===== src/rtl/code_lock_param.sv =====
// code_lock_param: parameterised BCD keypad lock with failure lockout and code programming.
// Latency: every output is registered and reflects a sampled key one cycle later.
// Backpressure: none; keys that the current state does not accept are silently dropped.
module code_lock_param #(
  parameter int                    N_DIGITS     = 4,
  parameter int                    MAX_FAIL     = 3,
  parameter int                    LOCK_CYC     = 16,
  parameter int                    OPEN_CYC     = 8,
  parameter logic [4*N_DIGITS-1:0] DEFAULT_CODE = 16'h1234
) (
  input  logic       clk,
  input  logic       rst,
  input  logic       key_valid,
  input  logic [3:0] key_code,
  output logic       unlock,
  output logic       alarm,
  output logic       prog_mode,
  output logic       err,
  output logic [3:0] fail_cnt
);

  localparam int BW    = 4 * N_DIGITS;
  localparam int MAX_T = (OPEN_CYC > LOCK_CYC) ? OPEN_CYC : LOCK_CYC;
  // The timer only ever holds values up to MAX_T-1.
  localparam int TW    = (MAX_T > 1) ? $clog2(MAX_T) : 1;

  localparam logic [TW-1:0] OPEN_LOAD = TW'(OPEN_CYC - 1);
  localparam logic [TW-1:0] LOCK_LOAD = TW'(LOCK_CYC - 1);
  localparam logic [3:0]    N_CNT     = 4'(N_DIGITS);
  localparam logic [3:0]    MAX_F     = 4'(MAX_FAIL);

  localparam logic [3:0] K_ENTER = 4'd10;
  localparam logic [3:0] K_CLEAR = 4'd11;
  localparam logic [3:0] K_PROG  = 4'd12;

  localparam logic [1:0] S_IDLE = 2'd0;
  localparam logic [1:0] S_OPEN = 2'd1;
  localparam logic [1:0] S_LOCK = 2'd2;
  localparam logic [1:0] S_PROG = 2'd3;

  logic [1:0]    state_q, state_d;
  logic [BW-1:0] buf_q, buf_d;
  logic [3:0]    cnt_q, cnt_d;
  logic [BW-1:0] code_q, code_d;
  logic [3:0]    fail_q, fail_d;
  logic [TW-1:0] timer_q, timer_d;
  logic          err_d;
  logic          unlock_q, alarm_q, prog_q, err_q;

  logic          buf_full;
  logic [3:0]    fail_inc;

  assign buf_full = (cnt_q == N_CNT);
  assign fail_inc = fail_q + 4'd1;

  // Next-state, entry buffer, stored code, failure count and duration timer.
  always_comb begin
    state_d = state_q;
    buf_d   = buf_q;
    cnt_d   = cnt_q;
    code_d  = code_q;
    fail_d  = fail_q;
    timer_d = timer_q;
    err_d   = 1'b0;
    case (state_q)
      S_IDLE, S_PROG: begin
        if (key_valid) begin
          if (key_code <= 4'd9) begin
            // Digits beyond the code length are dropped, buffer kept as is.
            if (!buf_full) begin
              buf_d = (buf_q << 4) | BW'(key_code);
              cnt_d = cnt_q + 4'd1;
            end
          end else if (key_code == K_CLEAR) begin
            buf_d = '0;
            cnt_d = '0;
            if (state_q == S_PROG) state_d = S_IDLE;
          end else if (key_code == K_ENTER) begin
            buf_d = '0;
            cnt_d = '0;
            if (state_q == S_PROG) begin
              // A short code is rejected; the stored code is left untouched.
              if (buf_full) code_d = buf_q;
              else          err_d  = 1'b1;
              state_d = S_IDLE;
            end else if (buf_full && (buf_q == code_q)) begin
              state_d = S_OPEN;
              fail_d  = '0;
              timer_d = OPEN_LOAD;
            end else begin
              err_d  = 1'b1;
              fail_d = fail_inc;
              if (fail_inc == MAX_F) begin
                state_d = S_LOCK;
                timer_d = LOCK_LOAD;
              end
            end
          end
        end
      end
      S_OPEN: begin
        // PROG wins over timer expiry when both land on the same cycle.
        if (key_valid && (key_code == K_PROG)) begin
          state_d = S_PROG;
          buf_d   = '0;
          cnt_d   = '0;
        end else if (timer_q == '0) begin
          state_d = S_IDLE;
        end else begin
          timer_d = timer_q - 1'b1;
        end
      end
      S_LOCK: begin
        if (timer_q == '0) begin
          state_d = S_IDLE;
          fail_d  = '0;
        end else begin
          timer_d = timer_q - 1'b1;
        end
      end
      default: state_d = S_IDLE;
    endcase
  end

  // State registers and registered outputs decoded from the next state.
  always_ff @(posedge clk) begin
    if (rst) begin
      state_q  <= S_IDLE;
      buf_q    <= '0;
      cnt_q    <= '0;
      code_q   <= DEFAULT_CODE;
      fail_q   <= '0;
      timer_q  <= '0;
      unlock_q <= 1'b0;
      alarm_q  <= 1'b0;
      prog_q   <= 1'b0;
      err_q    <= 1'b0;
    end else begin
      state_q  <= state_d;
      buf_q    <= buf_d;
      cnt_q    <= cnt_d;
      code_q   <= code_d;
      fail_q   <= fail_d;
      timer_q  <= timer_d;
      unlock_q <= (state_d == S_OPEN);
      alarm_q  <= (state_d == S_LOCK);
      prog_q   <= (state_d == S_PROG);
      err_q    <= err_d;
    end
  end

  assign unlock    = unlock_q;
  assign alarm     = alarm_q;
  assign prog_mode = prog_q;
  assign err       = err_q;
  assign fail_cnt  = fail_q;

endmodule


===== config.mk =====
export PLATFORM = sky130hd
export DESIGN_NAME = code_lock_param
export DESIGN_NICKNAME = d
export VERILOG_FILES = /design/src/rtl/code_lock_param.sv
export SDC_FILE = /design/constraint.sdc
export NUM_CORES = 1
export LEC_CHECK = 0
export CORE_ASPECT_RATIO = 1.4
export CORE_MARGIN = 10
export CORE_UTILIZATION = 35
export CTS_CLUSTER_DIAMETER = 200
export CTS_CLUSTER_SIZE = 20
export DETAILED_ROUTE_END_ITERATION = 6
export GPL_ROUTABILITY_DRIVEN = 0
export PLACE_DENSITY = 0.58
export SLEW_MARGIN = 10
export SYNTH_ARGS = -nofsm -noshare
export SYNTH_HDL_FRONTEND = slang
export SYNTH_SLANG_ARGS = --single-unit

===== constraint.sdc =====
create_clock -name clk -period 3.45 [get_ports clk]
set_input_delay 0.345 -clock clk [delete_from_list [all_inputs] [get_ports clk]]
set_output_delay 0.345 -clock clk [all_outputs]
set_load 0.05 [all_outputs]

; ---- Yosys cells after proc, flatten, opt, wreduce, memory -nomap -nowiden
; Cells that the tools add are included.
[totals]
regBits = 50
out_inout_bits = 8
elab_cells = 101
[op_classes]
add_sub_neg = 3
n_lt_le_gt_ge = 1
eq_ne = 23
mux = 46
bitwise = 6
reduce_logical = 12
[op_table]
columns = cell, n
row1 = two-way mux 16 bit, 6
row2 = two-way mux 4 bit, 22
row3 = one-hot mux 16 bit (2 select lines), 1
row4 = AND reduction 7 bit, 3
row5 = two-way mux 2 bit, 10
row6 = == test 16 bit, 1
row7 = "!= test 2 bit, second input constant", 8
row8 = OR 16 x 4 -> 16 bit, 1
row9 = one-hot mux 4 bit (2 select lines), 2
row10 = "== test 4 bit, second input constant", 3
row11 = one-hot mux 4 bit (3 select lines), 1
row12 = "adder 4 x 1 -> 4 bit, second input constant", 2
row13 = "== test 2 bit, second input constant", 4
row14 = "!= test 3 bit, second input constant", 2
row15 = one-hot mux 2 bit (3 select lines), 1
row16 = OR reduction 6 bit, 1
row17 = NOT 1 bit, 5
row18 = AND reduction 5 bit, 1
row19 = "== test 2 x 1 -> 1 bit, second input constant", 2
row20 = "== test 4 x 2 -> 1 bit, second input constant", 1
row21 = "== test 4 x 3 -> 1 bit, second input constant", 1
row22 = "<= comparator 4 bit, second input constant", 1
row23 = logical NOT 4 bit, 1
row24 = "!= test 4 bit, second input constant", 1
row25 = other kinds (6), 10

; ---- Logic depth before layout (Yosys ltp)
; Gate-level depths: netlist of run 1.
[logic_depth]
word_depth = 11
mapped_depth = 9
ltp_nobuf = 8

; ---- Least setup slack after synthesis of run 1
; Ideal clock, no wire load.
[synth_path]
path_type = register to register
start = register state_q[0]
end = register fail_q[2], in the netlist fail_cnt[2]
setup_time_ns = 0.066
t_arrival_ns = 2.115
required_ns = 3.384
slack_ns = 1.269
path_stages_with_launch = 9
n_path_buf = 1
cell_sequence = dfxtp_1 > inv_1 > ha_1 > buf_4 > or3_4 > a221o_4 > nor3b_2 > o211ai_1 > a21oi_2
[synth_between]
elab_chain_cells = 4
[synth_lines]
columns = element, line
row1 = "start, declared", 41  ; logic [1:0] state_q, state_d;
row2 = "start signal, assigned", 139  ; state_q <= state_d;
row3 = == test 2 bit or logical NOT 2 bit (tied branches), "65, 81"
row4 = OR reduction 2 bit, 65  ; case (state_q)
row5 = != test 2 bit (no line) or nonzero test 2 bit (tied branches), -
row6 = AND reduction 7 bit (no line), -
row7 = "end signal, assigned", 143  ; fail_q <= fail_d;
row8 = "end, declared", 45  ; logic [3:0] fail_q, fail_d;
; Several ways; a longest one is shown, not always the timed one.
; A chain may end at the register's enable or synchronous reset.

; ---- Final worst setup path of run 1
[layout_path]
start = register state_q[0]
end = register timer_q[3]
[layout_between]
elab_chain_cells = 4
[layout_lines]
columns = element, line
row1 = == test 2 bit or logical NOT 2 bit (tied branches), "65, 81"
row2 = OR reduction 2 bit, 65
row3 = != test 3 bit (no line) or != test 2 bit (tied branches), -
row4 = AND reduction 7 bit (no line), -
row5 = "end signal, assigned", 144  ; timer_q <= timer_d;
row6 = "end, declared", 46  ; logic [TW-1:0] timer_q, timer_d;
; Several ways; a longest one is shown, not always the timed one.

==> results.toml, run 1 <==
[outcome]
outcome = "finished clean"

[critical_path]
cp_num_buf_inv = 1
path_class = "reg -> reg"
worst_setup_path_start_kind = "register"
critical_path.max_stage_delay_ns = 0.52
cpLargestDelayFamily = "compound AO/OA/AOI/OAI gates"
crit_required_ns = 3.70
crit_fanout = 17
cp.arrival_ns = 2.85
endpoint_kind = "register"
path_cells = "inv_1 > ha_1 > or3_4 > a211oi_1 > o21ai_0 > nand2_1 > o221a_2"
slowest_stage = "ha_1"

[route]
drtPass1Iterations = 4
drt-total-wl_mm = 5.26
viasPerCell = 4.93
drtIter0Drc = 160
wire_per_inst_um = 13.3
drcViolationCount = 0
antenna_left = 0
num_vias = 1958

[placement]
placed_area_um2 = 2730
numPortBuffers = 14
dp_slack_ns = 0.652
dp_hpwl_mm = 3.87
dp_cells = 389

[global_route]
grt_pass1_wl_mm = 8.83
grt_usage_pct = 9.62
grt_max_degree = 19
grt-ovfl-total = 0
grt_pass1_vias = 1842
antenna_found_initial = 0

[logic_synthesis]
syn_area_per_cell_um2 = 8.70
netlist_area_um2 = 2520
seq_area_frac_synth_pct = 39.7
synth.net_count = 307
synthArstFlopShare_pct = 0
synth_edf_count = 0
ys_types = 49
ys_ff_latch = 50
yosysWarningCount = 0
syn_inst = 290
synth_ff_type = "dfxtp_1"

[timing]
timing.final.ws_setup_ns = 0.848
setup_tns_ns = 0
max-slew-margin-rel_pct = 57.9
fin_crit_sh_pct = 75.4
holdWs_ns = 0.472
finalCriticalPeriod_ns = 2.60
slew_violations = 0
rsz0062_at_grt = "false"
fin_skew_ns = 0.00775
hold_viol_final = 0
tightest_slew_ns = 0.630
max_freq_ghz = 0.384
setup_violations = 0

[clock_tree]
cts_tree = "built"
h-tree-depth = 2
cts_made_buffers = 5
cts_hold_buf = 0
clk_latency_ns = 0.30
cts_setup_buffers = 0
clock_path_buffers = 2
cts_resized = 0
clk_pin_slew_ns = 0.09
cts_sinks = 50
clockRootBuffer = "clkbuf_8"

[pwr]
p_total_mw = 1.40
irDropWorstVdd_uv = 239
power_density_nw_per_um2 = 496
cellLeakagePower_nw = 1.05

[run]
cap_viol_max_count = 0

[floorplan]
rows = 36
start_util_pct = 36.1
die_w_um = 91.8
core_um2 = 6980
die-area_um2 = 11100
ioPinCount = 15
die_h_um = 120

[cells_and_area]
antenna_cells = 0
fin_area_um2 = 2820
nNetsFinal = 318
final_util_pct = 40.4
fin_cells = 397
drive_gt1_share_pct = 7.62
syn2layout_area_growth_pct = 11.9
num-fill-cells = 702

[hold_path]
min_path_type = "reg -> reg"
[sequential cells by signal, summed over array words and instances (netlist names)]
| signal | count |
|---|---|
| fail_cnt | 4 |
| alarm | 1 |
| prog_mode | 1 |
| code_q | 16 |
| cnt_q | 4 |
| state_q | 2 |
| unlock | 1 |
| timer_q | 4 |
| err | 1 |
| buf_q | 16 |
[final cells by class]
| class | instances | area [um^2] | area share, % |
|---|---|---|---|
| Multi-Input combinational cell | 217 | 1410 | 49.8 |
| Sequential cell | 50 | 1000 | 35.4 |
| Timing Repair Buffer | 17 | 163 | 5.76 |
| Tap cell | 95 | 119 | 4.21 |
| Clock buffer | 6 | 82.6 | 2.92 |
| Inverter | 10 | 37.5 | 1.33 |
| Clock inverter | 2 | 16.3 | 0.576 |
[kinds of logic (layout without fill, tap and decap cells)]
group	count (synthesis)	count (layout)	synth area share, %
flops	50	50	39.7
compound gates	50	50	13.5
fa+ha+maj	10	10	4.96
mux	14	14	5.55
xor+xnor	21	21	7.29
buf+inv	23	35	4.66
simple gates	122	122	24.3
[layout by cell type (no fill, tap or decap), types with 3 or more instances in the layout]
master,instances
nor2_1,29
xor2_1,5
clkbuf_8,6
dfxtp_1,50
clkdlybuf4s50_1,14
o211ai_1,4
buf_4,3
mux2i_1,14
nand2b_1,4
o21ai_0,4
a21oi_1,21
ha_1,10
nor3_1,9
nand4_1,4
xnor2_1,16
nand2_1,44
inv_1,10
and2_1,3
nand3b_1,7
nand3_1,8
[per-layer routing]
layer / up-vias / track usage, % / routed length [um]
met4: 0 / 2.61 / 48
met1: 909 / 10.5 / 2300
met2: 26 / 17.6 / 2720
met5: - / 0 / 0
met3: 5 / 2.72 / 189
li1: 1018 / - / -
[worst reg2reg max path: cells and delay by family, from the launching register on]
kind,cells,cell delay [ns]
compound gates,3,0.79
fa+ha+maj,1,0.52
buf+inv,1,0.13
flops,1,0.48
simple gates,2,0.64
[final timing paths]
check               end  startpoint  depth (start not counted)  slack, ns
max          timer_q[3]  state_q[0]                          7       0.85
min          code_q[15]  code_q[15]                          2       0.47
max reg2reg  timer_q[3]  state_q[0]                          7       0.85
min reg2reg  code_q[15]  code_q[15]                          2       0.47
[report_power, final]
group,leakage (nW),internal (mW),switching (mW)
clock,0.0478,0.165,0.199
sequential,0.404,0.613,0.0413
combinational,0.598,0.157,0.224
total,1.05,0.935,0.464
[synthesized netlist by cell type, types with 2 or more instances]
master | count | share of area (%)
xor2_1 | 5 | 1.7
clkbuf_1 | 6 | 0.89
o21ai_0 | 4 | 0.79
nand3_1 | 8 | 1.6
a21o_1 | 2 | 0.59
dfxtp_1 | 50 | 40
o211ai_1 | 4 | 1.2
nor2_1 | 29 | 4.3
nor3_1 | 9 | 1.8
a22oi_1 | 2 | 0.59
inv_1 | 10 | 1.5
a211oi_1 | 2 | 0.59
nand4_1 | 4 | 0.99
xnor2_1 | 16 | 5.6
clkbuf_8 | 2 | 1.1
buf_2 | 3 | 0.59
nand2b_1 | 4 | 0.99
nand3b_1 | 7 | 2.1
a221oi_1 | 2 | 0.69
nand2_1 | 44 | 6.5
o21a_1 | 2 | 0.59
mux2i_1 | 14 | 5.6
nor4b_1 | 2 | 0.69
and2_1 | 3 | 0.74
a31oi_1 | 2 | 0.50
a21oi_1 | 21 | 4.2
ha_1 | 10 | 5.0
buf_4 | 2 | 0.59
Power figures use the tool's default switching activity.
==> inputs of run 2 (changes only) <==
clock period = 2.5 ns   (was 3.45 ns; I/O delays follow)
==> results.toml, run 2 (synthesis gave the netlist of run 1 again) <==
[critical_path]
path_class = "reg -> reg"
slowest_stage = "dfxtp_1"
rr_endpoint = "fail_cnt[2]"
crit_required_ns = 2.73
crit_fanout = 8
path_cells = "inv_1 > ha_1 > or3_4 > a221o_4 > nor3b_2 > o211ai_1 > a21oi_2"
critical_path.max_stage_delay_ns = 0.44
endpoint_kind = "register"
rrSetupSlack_ns = 0.29
cp.arrival_ns = 2.44
ff2ff_path_depth = 7
worst_setup_path_start_kind = "register"
worstReg2RegStart = "state_q[0]"

[pwr]
cellLeakagePower_nw = 1.08
power_density_nw_per_um2 = 663
irDropWorstVdd_uv = 294

[clock_tree]
clk_pin_slew_ns = 0.09
cts_setup_buffers = 0
clock_path_buffers = 2
cts_sinks = 50
cts_hold_buf = 0
h-tree-depth = 2
cts_tree = "built"
clockRootBuffer = "clkbuf_8"
clk_latency_ns = 0.30
cts_made_buffers = 5
cts_resized = 0

[route]
drt-total-wl_mm = 5.22
drcViolationCount = 0
viasPerCell = 4.89
wire_per_inst_um = 12.9
antenna_left = 0
drtPass1Iterations = 4
num_vias = 1981
drtIter0Drc = 104

[timing]
max-slew-margin-rel_pct = 65.6
setup_violations = 0
slew_violations = 0
finalCriticalPeriod_ns = 2.21
max_freq_ghz = 0.452
hold_viol_final = 0
setup_tns_ns = 0
timing.final.ws_setup_ns = 0.289
rsz0062_at_grt = "false"
fin_crit_sh_pct = 88.4
fin_skew_ns = 0.00736
tightest_slew_ns = 0.511

[placement]
numPortBuffers = 14
dp_hpwl_mm = 3.77
dp_slack_ns = 0.216

[global_route]
grt_pass1_vias = 1895
grt_pass1_wl_mm = 9.01
antenna_found_initial = 0
grt-ovfl-total = 0
grt_max_degree = 21
grt_usage_pct = 9.60

[floorplan]
ioPinCount = 15
rows = 36
start_util_pct = 36.1
core_um2 = 6980
die_w_um = 91.8
die-area_um2 = 11100
die_h_um = 120

[hold_path]
hp-start = "code_q[0]"
whs_endpoint = "code_q[0]"
min_path_cells = 2
min_path_type = "reg -> reg"

[cells_and_area]
syn2layout_area_growth_pct = 13.8
nNetsFinal = 327
layout_commonest_cell = "dfxtp_1"
drive_gt1_share_pct = 9.68
layout_common_cells = "dfxtp_1, nand2_1, nor2_1"
largestRegisters = "buf_q: 16 flops, code_q: 16 flops"
antenna_cells = 0

[outcome]
outcome = "finished clean"

[run]
cap_viol_max_count = 0
-- run 2: cell types whose count changed in the layout (fill, tap and decap cells not counted), sizes merged --
| cell | change |
|---|---|
| inv | -1 |
| buf | +9 |
-- run 2: worst max-delay path by stage --
stage                              to  depth (start not counted)  startpoint  slack (ns)
after floorplan           fail_cnt[2]                          8  state_q[0]        0.32
after global placement    fail_cnt[2]                          7   key_valid        0.29
after detailed placement  fail_cnt[2]                          7   key_valid        0.22
after CTS                 fail_cnt[2]                          7  state_q[0]        0.27
after global routing       timer_q[3]                          7  state_q[0]         0.1
final                     fail_cnt[2]                          7  state_q[0]        0.29
-- run 2: layout make-up --
type                    instances  area [um^2]
clock buffers                   6         72.6
clock inverters                 1         7.51
fillers                       707         4110
inverters                      10         37.5
multi-input cells             217         1410
flip-flops and latches         50         1000
well taps                      95          119
repair buffers                 26          230
-- run 2: worst max-delay path: cells and delay by family, from the launching register on --
kind | cells | cell delay, ns
AOI/OAI and AO/OA | 3 | 0.68
adders and majority gates | 1 | 0.32
buffers and inverters | 1 | 0.11
DFF | 1 | 0.44
and+or+nand+nor | 2 | 0.58
-- run 2: metrics by stage --
| step | std cells | util [%] | instance area [um^2] | total power, mW | hold WS [ns] |
|---|---|---|---|---|---|
| finish | 405 | 41.1 | 2870 | 1.91 | 0.471 |
| global route | 405 | 41.1 | 2870 | 2.03 | 0.484 |
| CTS | 405 | 41.1 | 2870 | 1.93 | 0.474 |
| detailed placement | 398 | 40.0 | 2790 | 1.48 | 0.461 |
| global placement | 398 | 40.0 | 2790 | 1.48 | 0.455 |
| floorplan | 290 | - | 2520 | 1.34 | 0.334 |
-- run 2: per-layer routing --
metal  vias up  routed length, um  global-route usage, %
li1       1034                  -                      -
met1       909               2380                   11.2
met2        28               2560                   16.8
met3        10                173                   2.23
met4         0                108                   3.29
met5         -                  0                      0
-- run 2: power breakdown --
part | leakage [nW] | switching, mW | internal, mW
sequential | 0.404 | 0.0543 | 0.846
clock | 0.0373 | 0.256 | 0.192
combinational | 0.643 | 0.319 | 0.239
total | 1.08 | 0.629 | 1.28
==> inputs of run 3 (changes only) <==
CORE_ASPECT_RATIO = unset   (was 1.4)
CORE_MARGIN = 4   (was 10)
==> results.toml, run 3 (synthesis gave the netlist of run 1 again) <==
[timing]
setup_tns_ns = 0
finalCriticalPeriod_ns = 2.21
fin_crit_sh_pct = 88.4
setup_violations = 0
slew_violations = 0
timing.final.ws_setup_ns = 0.290
fin_skew_ns = 0.0119
max-slew-margin-rel_pct = 66.1
tightest_slew_ns = 0.507
rsz0062_at_grt = "false"
hold_viol_final = 0
max_freq_ghz = 0.453

[placement]
placed_area_um2 = 2810
dp_cells = 400
numPortBuffers = 14
dp_hpwl_mm = 3.55
dp_slack_ns = 0.218

[hold_path]
min_path_type = "reg -> reg"
min_path_cells = 2
hp-start = "code_q[8]"
whs_endpoint = "code_q[8]"

[pwr]
irDropWorstVdd_uv = 312
cellLeakagePower_nw = 1.11
power_density_nw_per_um2 = 700

[floorplan]
die_w_um = 92.9
core_um2 = 6910
ioPinCount = 15
die-area_um2 = 8630
rows = 30
die_h_um = 92.9
start_util_pct = 36.5

[clock_tree]
cts_hold_buf = 0
cts_made_buffers = 5
clk_pin_slew_ns = 0.10
cts_tree = "built"
cts_setup_buffers = 0
cts_resized = 0
h-tree-depth = 2
clockRootBuffer = "clkbuf_8"
clk_latency_ns = 0.31
clock_path_buffers = 2
cts_sinks = 50

[outcome]
outcome = "finished clean"

[global_route]
grt_max_degree = 31
grt-ovfl-total = 0
grt_pass1_vias = 1869
grt_usage_pct = 12.5
grt_pass1_wl_mm = 8.73
antenna_found_initial = 0

[route]
drtPass1Iterations = 4
drt-total-wl_mm = 5.03
drcViolationCount = 0
wire_per_inst_um = 12.3
drtIter0Drc = 85
antenna_left = 0
num_vias = 1989
viasPerCell = 4.88

[cells_and_area]
drive_gt1_share_pct = 10.6
syn2layout_area_growth_pct = 16.2
multi_input_area_um2 = 1410
layout_commonest_cell = "dfxtp_1"
layout_common_cells = "dfxtp_1, nand2_1, nor2_1"
nNetsFinal = 328
largestRegisters = "buf_q: 16 flops, code_q: 16 flops"
num-fill-cells = 707
final-seq-area_um2 = 1000
fin_cells = 408
antenna_cells = 0
fin_area_um2 = 2930

[critical_path]
ff2ff_path_depth = 7
path_class = "reg -> reg"
crit_fanout = 8
rrSetupSlack_ns = 0.29
rr_endpoint = "fail_cnt[2]"
crit_required_ns = 2.74
cp.arrival_ns = 2.45
endpoint_kind = "register"
worst_setup_path_start_kind = "register"
worstReg2RegStart = "state_q[0]"

[run]
cap_viol_max_count = 0
[run 3: cell types whose count changed in the layout (fill, tap and decap cells not counted)]
cell / previous run / this run
buf_12: 0 / 1
inv_8: 0 / 1
clkbuf_1: 1 / 0
bufinv_16: 0 / 1
[run 3: worst max path at each step]
| stage | end | from | depth (start not counted) |
|---|---|---|---|
| 2_1_floorplan | fail_cnt[2] | state_q[0] | 8 |
| 3_3_place_gp | fail_cnt[2] | key_valid | 7 |
| 3_5_place_dp | fail_cnt[2] | key_valid | 7 |
| 4_1_cts | fail_cnt[2] | state_q[0] | 7 |
| 5_1_grt | timer_q[3] | state_q[0] | 7 |
| 6_report | fail_cnt[2] | state_q[0] | 7 |
[run 3: stage by stage]
step / hold WS, ns / utilization (%) / power (mW)
floorplan: 0.334 / - / 1.34
global placement: 0.455 / 40.7 / 1.48
CTS: 0.475 / 42.4 / 2.08
finish: 0.471 / 42.4 / 2.05
detailed placement: 0.461 / 40.7 / 1.48
global route: 0.492 / 42.4 / 2.18
[run 3: area by class of cell]
| type | instances | area share (%) |
|---|---|---|
| Clock inverter | 3 | 1.66 |
| Tap cell | 96 | 4.10 |
| Multi-Input combinational cell | 217 | 47.9 |
| Inverter | 10 | 1.28 |
| Clock buffer | 5 | 2.35 |
| Sequential cell | 50 | 34.1 |
| Timing Repair Buffer | 27 | 8.54 |
[run 3: where the power goes]
group	internal, mW	switching, mW
clock network	0.305	0.288
logic	0.243	0.316
registers	0.846	0.0535
[run 3: layer usage]
| layer | GRT usage [%] | vias to the layer above | part of all wire (%) |
|---|---|---|---|
| met5 | 0 | - | 0 |
| met4 | 4.03 | 0 | 0.88 |
| met3 | 2.52 | 2 | 3.1 |
| met2 | 20.3 | 23 | 47 |
| met1 | 16.5 | 925 | 49 |
| li1 | - | 1039 | - |
[run 3: critical path, stage by stage (launching register included)]
cell	delay, ns
dfxtp_1	0.46
inv_1	0.12
ha_1	0.32
or3_4	0.39
a221o_4	0.41
nor3b_2	0.18
o211ai_1	0.12
a21oi_2	0.14
